<file path="src/rtl/fetch_pkg.sv">
// Shared types and constants for the instruction prefetch buffer.
package fetch_pkg;

    localparam int          FETCH_BUF_DEPTH = 4;
    localparam logic [31:0] NOP_INSTR       = 32'h0000_0013;

    typedef struct packed {
        logic [31:0] instr;
        logic [31:0] pc;
    } fetch_entry_t;

endpackage

</file>
<file path="src/rtl/fetch_buf_ctrl.sv">
// Pointer/count bookkeeping and push/pop/flush qualification for the fetch buffer.
// Optional zero-latency bypass of an empty buffer when FETCH_BUF_BYPASS_EN is defined.
module fetch_buf_ctrl #(
    parameter int DEPTH = 4
) (
    input  logic                       clk,
    input  logic                       rst,
    input  logic                       flush,
    input  logic                       push_valid,
    input  logic                       pop_ready,
    output logic                       push_ready,
    output logic                       pop_valid,
    output logic                       bypass,
    output logic                       wr_en,
    output logic [$clog2(DEPTH)-1:0]   wr_ptr,
    output logic [$clog2(DEPTH)-1:0]   rd_ptr,
    output logic [$clog2(DEPTH):0]     count
);

    localparam int PW = $clog2(DEPTH);
    localparam int CW = PW + 1;
    localparam logic [CW-1:0] FULL_COUNT = CW'(DEPTH);

    logic empty;
    logic pop_fire;

    always_comb begin
        empty      = (count == '0);
        push_ready = (count != FULL_COUNT);
        pop_fire   = !empty && pop_ready && !flush;
`ifdef FETCH_BUF_BYPASS_EN
        // An empty buffer forwards the incoming word; it is stored only if decode stalls.
        bypass     = empty && push_valid && !flush;
        pop_valid  = !empty || bypass;
        wr_en      = push_valid && push_ready && !flush && !(bypass && pop_ready);
`else
        bypass     = 1'b0;
        pop_valid  = !empty;
        wr_en      = push_valid && push_ready && !flush;
`endif
    end

    always_ff @(posedge clk or posedge rst) begin
        if (rst) begin
            wr_ptr <= '0;
            rd_ptr <= '0;
            count  <= '0;
        end else if (flush) begin
            wr_ptr <= '0;
            rd_ptr <= '0;
            count  <= '0;
        end else begin
            if (wr_en)
                wr_ptr <= wr_ptr + PW'(1);
            if (pop_fire)
                rd_ptr <= rd_ptr + PW'(1);
            count <= count + CW'(wr_en) - CW'(pop_fire);
        end
    end

endmodule

</file>
<file path="src/rtl/instr_fetch_buffer.sv">
// Prefetch queue between instruction memory and decode: storage array and head output mux.
// Build option FETCH_BUF_BYPASS_EN enables same-cycle forwarding when the buffer is empty.
module instr_fetch_buffer
    import fetch_pkg::*;
#(
    parameter int DEPTH = FETCH_BUF_DEPTH
) (
    input  logic                     clk_i,
    input  logic                     reset_i,
    input  logic                     flush_i,
    input  logic                     push_valid_i,
    input  logic [31:0]              push_instr_i,
    input  logic [31:0]              push_pc_i,
    output logic                     push_ready_o,
    input  logic                     pop_ready_i,
    output logic                     pop_valid_o,
    output logic [31:0]              instr_d_o,
    output logic [31:0]              pc_d_o,
    output logic [31:0]              pc_plus4_d_o,
    output logic [$clog2(DEPTH):0]   count_o
);

    localparam int PW = $clog2(DEPTH);

    fetch_entry_t     mem [DEPTH];
    fetch_entry_t     head;
    logic             bypass;
    logic             wr_en;
    logic [PW-1:0]    wr_ptr;
    logic [PW-1:0]    rd_ptr;

    fetch_buf_ctrl #(.DEPTH(DEPTH)) u_ctrl (
        .clk        (clk_i),
        .rst        (reset_i),
        .flush      (flush_i),
        .push_valid (push_valid_i),
        .pop_ready  (pop_ready_i),
        .push_ready (push_ready_o),
        .pop_valid  (pop_valid_o),
        .bypass     (bypass),
        .wr_en      (wr_en),
        .wr_ptr     (wr_ptr),
        .rd_ptr     (rd_ptr),
        .count      (count_o)
    );

    // Storage holds data only; validity lives entirely in the control counters.
    always_ff @(posedge clk_i) begin
        if (wr_en)
            mem[wr_ptr] <= '{instr: push_instr_i, pc: push_pc_i};
    end

    always_comb begin
        head = bypass ? fetch_entry_t'{instr: push_instr_i, pc: push_pc_i} : mem[rd_ptr];
        if (pop_valid_o) begin
            instr_d_o = head.instr;
            pc_d_o    = head.pc;
        end else begin
            instr_d_o = NOP_INSTR;
            pc_d_o    = 32'h0;
        end
        pc_plus4_d_o = pc_d_o + 32'd4;
    end

endmodule

</file>
<file path="config.mk">
export PLATFORM = sky130hd
export DESIGN_NAME = instr_fetch_buffer
export DESIGN_NICKNAME = d
export VERILOG_FILES = /design/src/rtl/fetch_pkg.sv /design/src/rtl/fetch_buf_ctrl.sv /design/src/rtl/instr_fetch_buffer.sv
export SDC_FILE = /design/constraint.sdc
export NUM_CORES = 1
export LEC_CHECK = 0
export BUFFER_PORTS_ARGS = -buffer_cell sky130_fd_sc_hd__buf_2
export CORE_MARGIN = 5
export CORE_UTILIZATION = 45
export DETAILED_ROUTE_END_ITERATION = 12
export PLACE_DENSITY = 0.66
export SYNTH_ARGS = -nofsm -noshare
export SYNTH_HDL_FRONTEND = slang
export SYNTH_SLANG_ARGS = --single-unit
</file>
<file path="constraint.sdc">
create_clock -name clk_i -period 4.7 [get_ports clk_i]
set_input_delay 0 -clock clk_i [delete_from_list [all_inputs] [get_ports clk_i]]
set_output_delay 0 -clock clk_i [all_outputs]
set_load 0.01 [all_outputs]
</file>
==> reports/results.md <==
| Metric | Reported | Unit |
|---|---|---|
| Startpoint Class | register | - |
| Final Hold Violating Endpoints | 0 | - |
| Floorplan Core Area | 24110 | um2 |
| Final Wtd Congestion | 0.8960 | - |
| Total CTS buffers | 27 | - |
| Boundary pin count | 170 | - |
| Antenna Violating Nets Remaining | 0 | - |
| CTS HTree Levels | 1 | - |
| Top cell by count, worst path | mux2i_1 | - |
| Via count of the first global-routing pass | 6593 | - |
| Layout net count | 883 | - |
| R2R depth | 13 | - |
| DIE AREA | 27480 | um2 |
| Ys async rst share | 0.02662 | - |
| Share of layout cells above drive strength 1 | 0.3467 | - |
| Antenna violations before repair | 1 | - |
| Critical path buffer and inverter count | 1 | - |
| Pleak | 0.004929 | uW |
| Worst rel slew slack | 0.3126 | - |
| Post-Route Setup TNS | 0 | ns |
| Post-synthesis to final-layout area growth | 24.49 | % |
| Status | completed | - |
| Number of max-cap violations | 0 | - |
| Avg Cell Area, Syn | 19.32 | um2 |
| Final cycle utilization of the critical path | 0.7856 | - |
| CP endpoint | pc_plus4_d_o[26] | - |
| Min-delay worst type | in -> reg | - |
| Number of placed instances with taps included | 1032 | - |
| Number of setup buffers added after CTS | 0 | - |
| Number of gates given a new drive strength after cts | 0 | - |
| Worst path arrival time | 3.69 | ns |
| Number of nets produced by synthesis | 642 | - |
| Die Wd | 165.8 | um |
| Effective utilization at floorplan | 0.4529 | - |
| Post-layout instance count excluding filler cells | 1150 | - |
| Post-DP HPWL | 14280 | um |
| CP Max Fanout | 70 | - |
| Portion of the post-synthesis area used by sequential elements | 0.7201 | - |
| Unique masters post-synth | 41 | - |
| Total of endpoints with negative setup slack in the final report | 0 | - |
| Clock transition at the registers of the reported paths | 0.06 | ns |
| Detailed-route wire length per cell | 19.91 | um |
| Top flip-flop cell by instance count after synthesis | edfxtp_1 | - |
| Slowest CP cell | dfrtp_4 | - |
| IO Port Bufs | 169 | - |
| Critical path data required time | 4.70 | ns |
| Min Clock Period, post-route | 3.692 | ns |
| TritonCTS clock tree | built | - |
| Crit. Startpoint | u_ctrl.rd_ptr[1] | - |
| Global route overflow | 0 | - |
| Total global-route track usage | 0.1654 | - |
| Final slew viol count | 0 | - |
| Ratio of routed vias to standard cells | 5.145 | - |
| Power per cell area | 521.0 | nW/um2 |
| Total clock sinks | 263 | - |
| Setup slack of the worst register-to-register path | 2.00 | ns |
| RSZ-0062 raised after global routing | no | - |
| Maximum number of pins on one net before global-route repair | 71 | - |
| Classification of the worst setup path | reg -> out | - |
| Slew at the pin closest to its max-slew limit | 1.031 | ns |
| Routed vias | 5917 | - |
| Area after DPL | 12010 | um2 |
| Critical path cell sequence | mux2i_1 -> mux2i_1 -> and2_1 -> ha_1 -> and3_1 -> and4_1 -> nand3_1 -> xnor2_1 -> buf_2 | - |
| Worst clock skew on the final layout | 0.009276 | ns |
| Total number of cells along the worst setup path | 9 | - |
| Design area | 13590 | um2 |
| Total number of yosys warnings | 0 | - |
| Height of the chip | 165.8 | um |
| EDFF count, synth | 256 | - |
| Maximum operating frequency | 270.8 | MHz |
| Worst ir drop on vdd | 0.3711 | mV |
| Number of storage elements in the synthesis netlist | 263 | - |
| Root Driver | clkbuf_16 | - |
| Launch instance of the worst register-to-register path | u_ctrl.count[1] | - |
| Critical R2R Capture | u_ctrl.count[2] | - |
| Initial detailed-routing violation count | 426 | - |
| Post-Syn Instances | 565 | - |
| Number of buffers added to fix hold violations after cts | 69 | - |
| Insertion delay of the later-clocked pin in the worst-skew pair | 0.52 | ns |
| Number of rows created at floorplan | 57 | - |
| Largest stage delay, worst path | 1.11 | ns |
| Setup crit end kind | output pin | - |
| Filler Cell Count | 1921 | - |
| # DRC | 0 | - |
| Detailed-router iteration count before antenna repair | 4 | - |
| Number of buffers on the longest clock path | 3 | - |
| Total wirelength of the detailed-routed design | 22900 | um |
| Area of the mapped netlist | 10920 | um2 |
| Family with the most delay on the worst path | flip-flops | - |
| Global-route wire length before repair | 36380 | um |
==> cell type report <==
type                       instances  area (um2)  area share
inverter                          13       48.80    0.003590
clock buffer                      29       683.2     0.05026
tap                              324       405.4     0.02983
multi-input combinational        260        2818      0.2073
timing repair buffer             241        1559      0.1147
antenna                            1       2.502   0.0001841
sequential                       263        7870      0.5790
clock inverter                    19       205.2     0.01510
==> metal layers <==
metal | track usage | vias to the layer above | routed length (um)
met2 | 0.2876 | 218 | 11410
met3 | 0.04475 | 30 | 1724
met4 | 0.03479 | 0 | 342
met1 | 0.2109 | 2968 | 9425
met5 | 0 | - | 0
li1 | - | 2701 | -
==> worst min-delay path by stage <==
stage	startpoint	to	cells past startpoint
after floorplan	reset_i	u_ctrl.count[0]	1
after global placement	reset_i	u_ctrl.count[0]	2
after detailed placement	reset_i	u_ctrl.count[0]	2
after CTS	push_pc_i[1]	mem[3][1]	2
after global routing	push_instr_i[11]	mem[2][43]	2
final	push_pc_i[18]	mem[2][18]	2
==> synthesized netlist by cell type (3+ instances only) <==
library cell | instances | share of area
and3_1 | 4 | 0.0023
nor3_1 | 7 | 0.0032
edfxtp_1 | 256 | 0.70
nand4_1 | 4 | 0.0023
xnor2_1 | 15 | 0.012
xor2_1 | 18 | 0.014
clkbuf_1 | 12 | 0.0041
dfrtp_1 | 7 | 0.016
and2_1 | 58 | 0.033
nand3_1 | 11 | 0.0050
buf_2 | 6 | 0.0028
mux4_1 | 14 | 0.034
mux2i_1 | 4 | 0.0037
ha_1 | 7 | 0.0080
or2_2 | 3 | 0.0017
mux4_2 | 50 | 0.10
nor2_1 | 16 | 0.0055
buf_4 | 6 | 0.0041
inv_1 | 12 | 0.0041
nand2_1 | 26 | 0.0089
==> power by group <==
| part | switching, uW | total [uW] | internal (uW) |
|---|---|---|---|
| clock network | 842 | 2110 | 1270 |
| logic | 1140 | 2090 | 954 |
| registers | 150 | 2880 | 2730 |
==> through the flow <==
stage	hold WS, ns	util	power (uW)	worst slack [ns]
2_1_floorplan	-0.1966	-	4252	1.696
3_3_place_gp	-0.06804	0.4982	4987	1.708
3_5_place_dp	-0.05438	0.4982	5013	1.532
4_1_cts	0.2088	0.5637	7179	0.9699
5_1_grt	0.2275	0.5638	7465	0.7471
6_report	0.2325	0.5638	7081	1.008
==> state kept, by name, summed over array words and instances, names as in the netlist <==
name / count
u_ctrl.rd_ptr: 2
u_ctrl.count: 3
u_ctrl.wr_ptr: 2
mem: 256
==> cells in the final DEF (no fill, tap or decap), types with 5 or more instances in the layout <==
cell	count
xnor2_1	15
ha_1	7
nor2_1	16
and2_1	54
inv_1	11
nor3_1	7
edfxtp_1	256
mux4_1	14
clkinv_2	6
dlygate4sd3_1	69
nand2_1	26
xor2_1	18
dfrtp_1	5
nand3_1	11
clkbuf_16	27
mux4_2	50
buf_2	169
==> cells by family after synthesis <==
logic type,after synthesis,synth area share
flip-flops,263,0.7201
multiplexers,68,0.1405
buffers and inverters,42,0.02269
AND/OR/NAND/NOR,148,0.07827
adder cells (fa/ha/maj),8,0.009855
XOR/XNOR,33,0.02647
AO/OA/AOI/OAI,3,0.002063
Note: power is estimated with default switching activity, not from simulation.
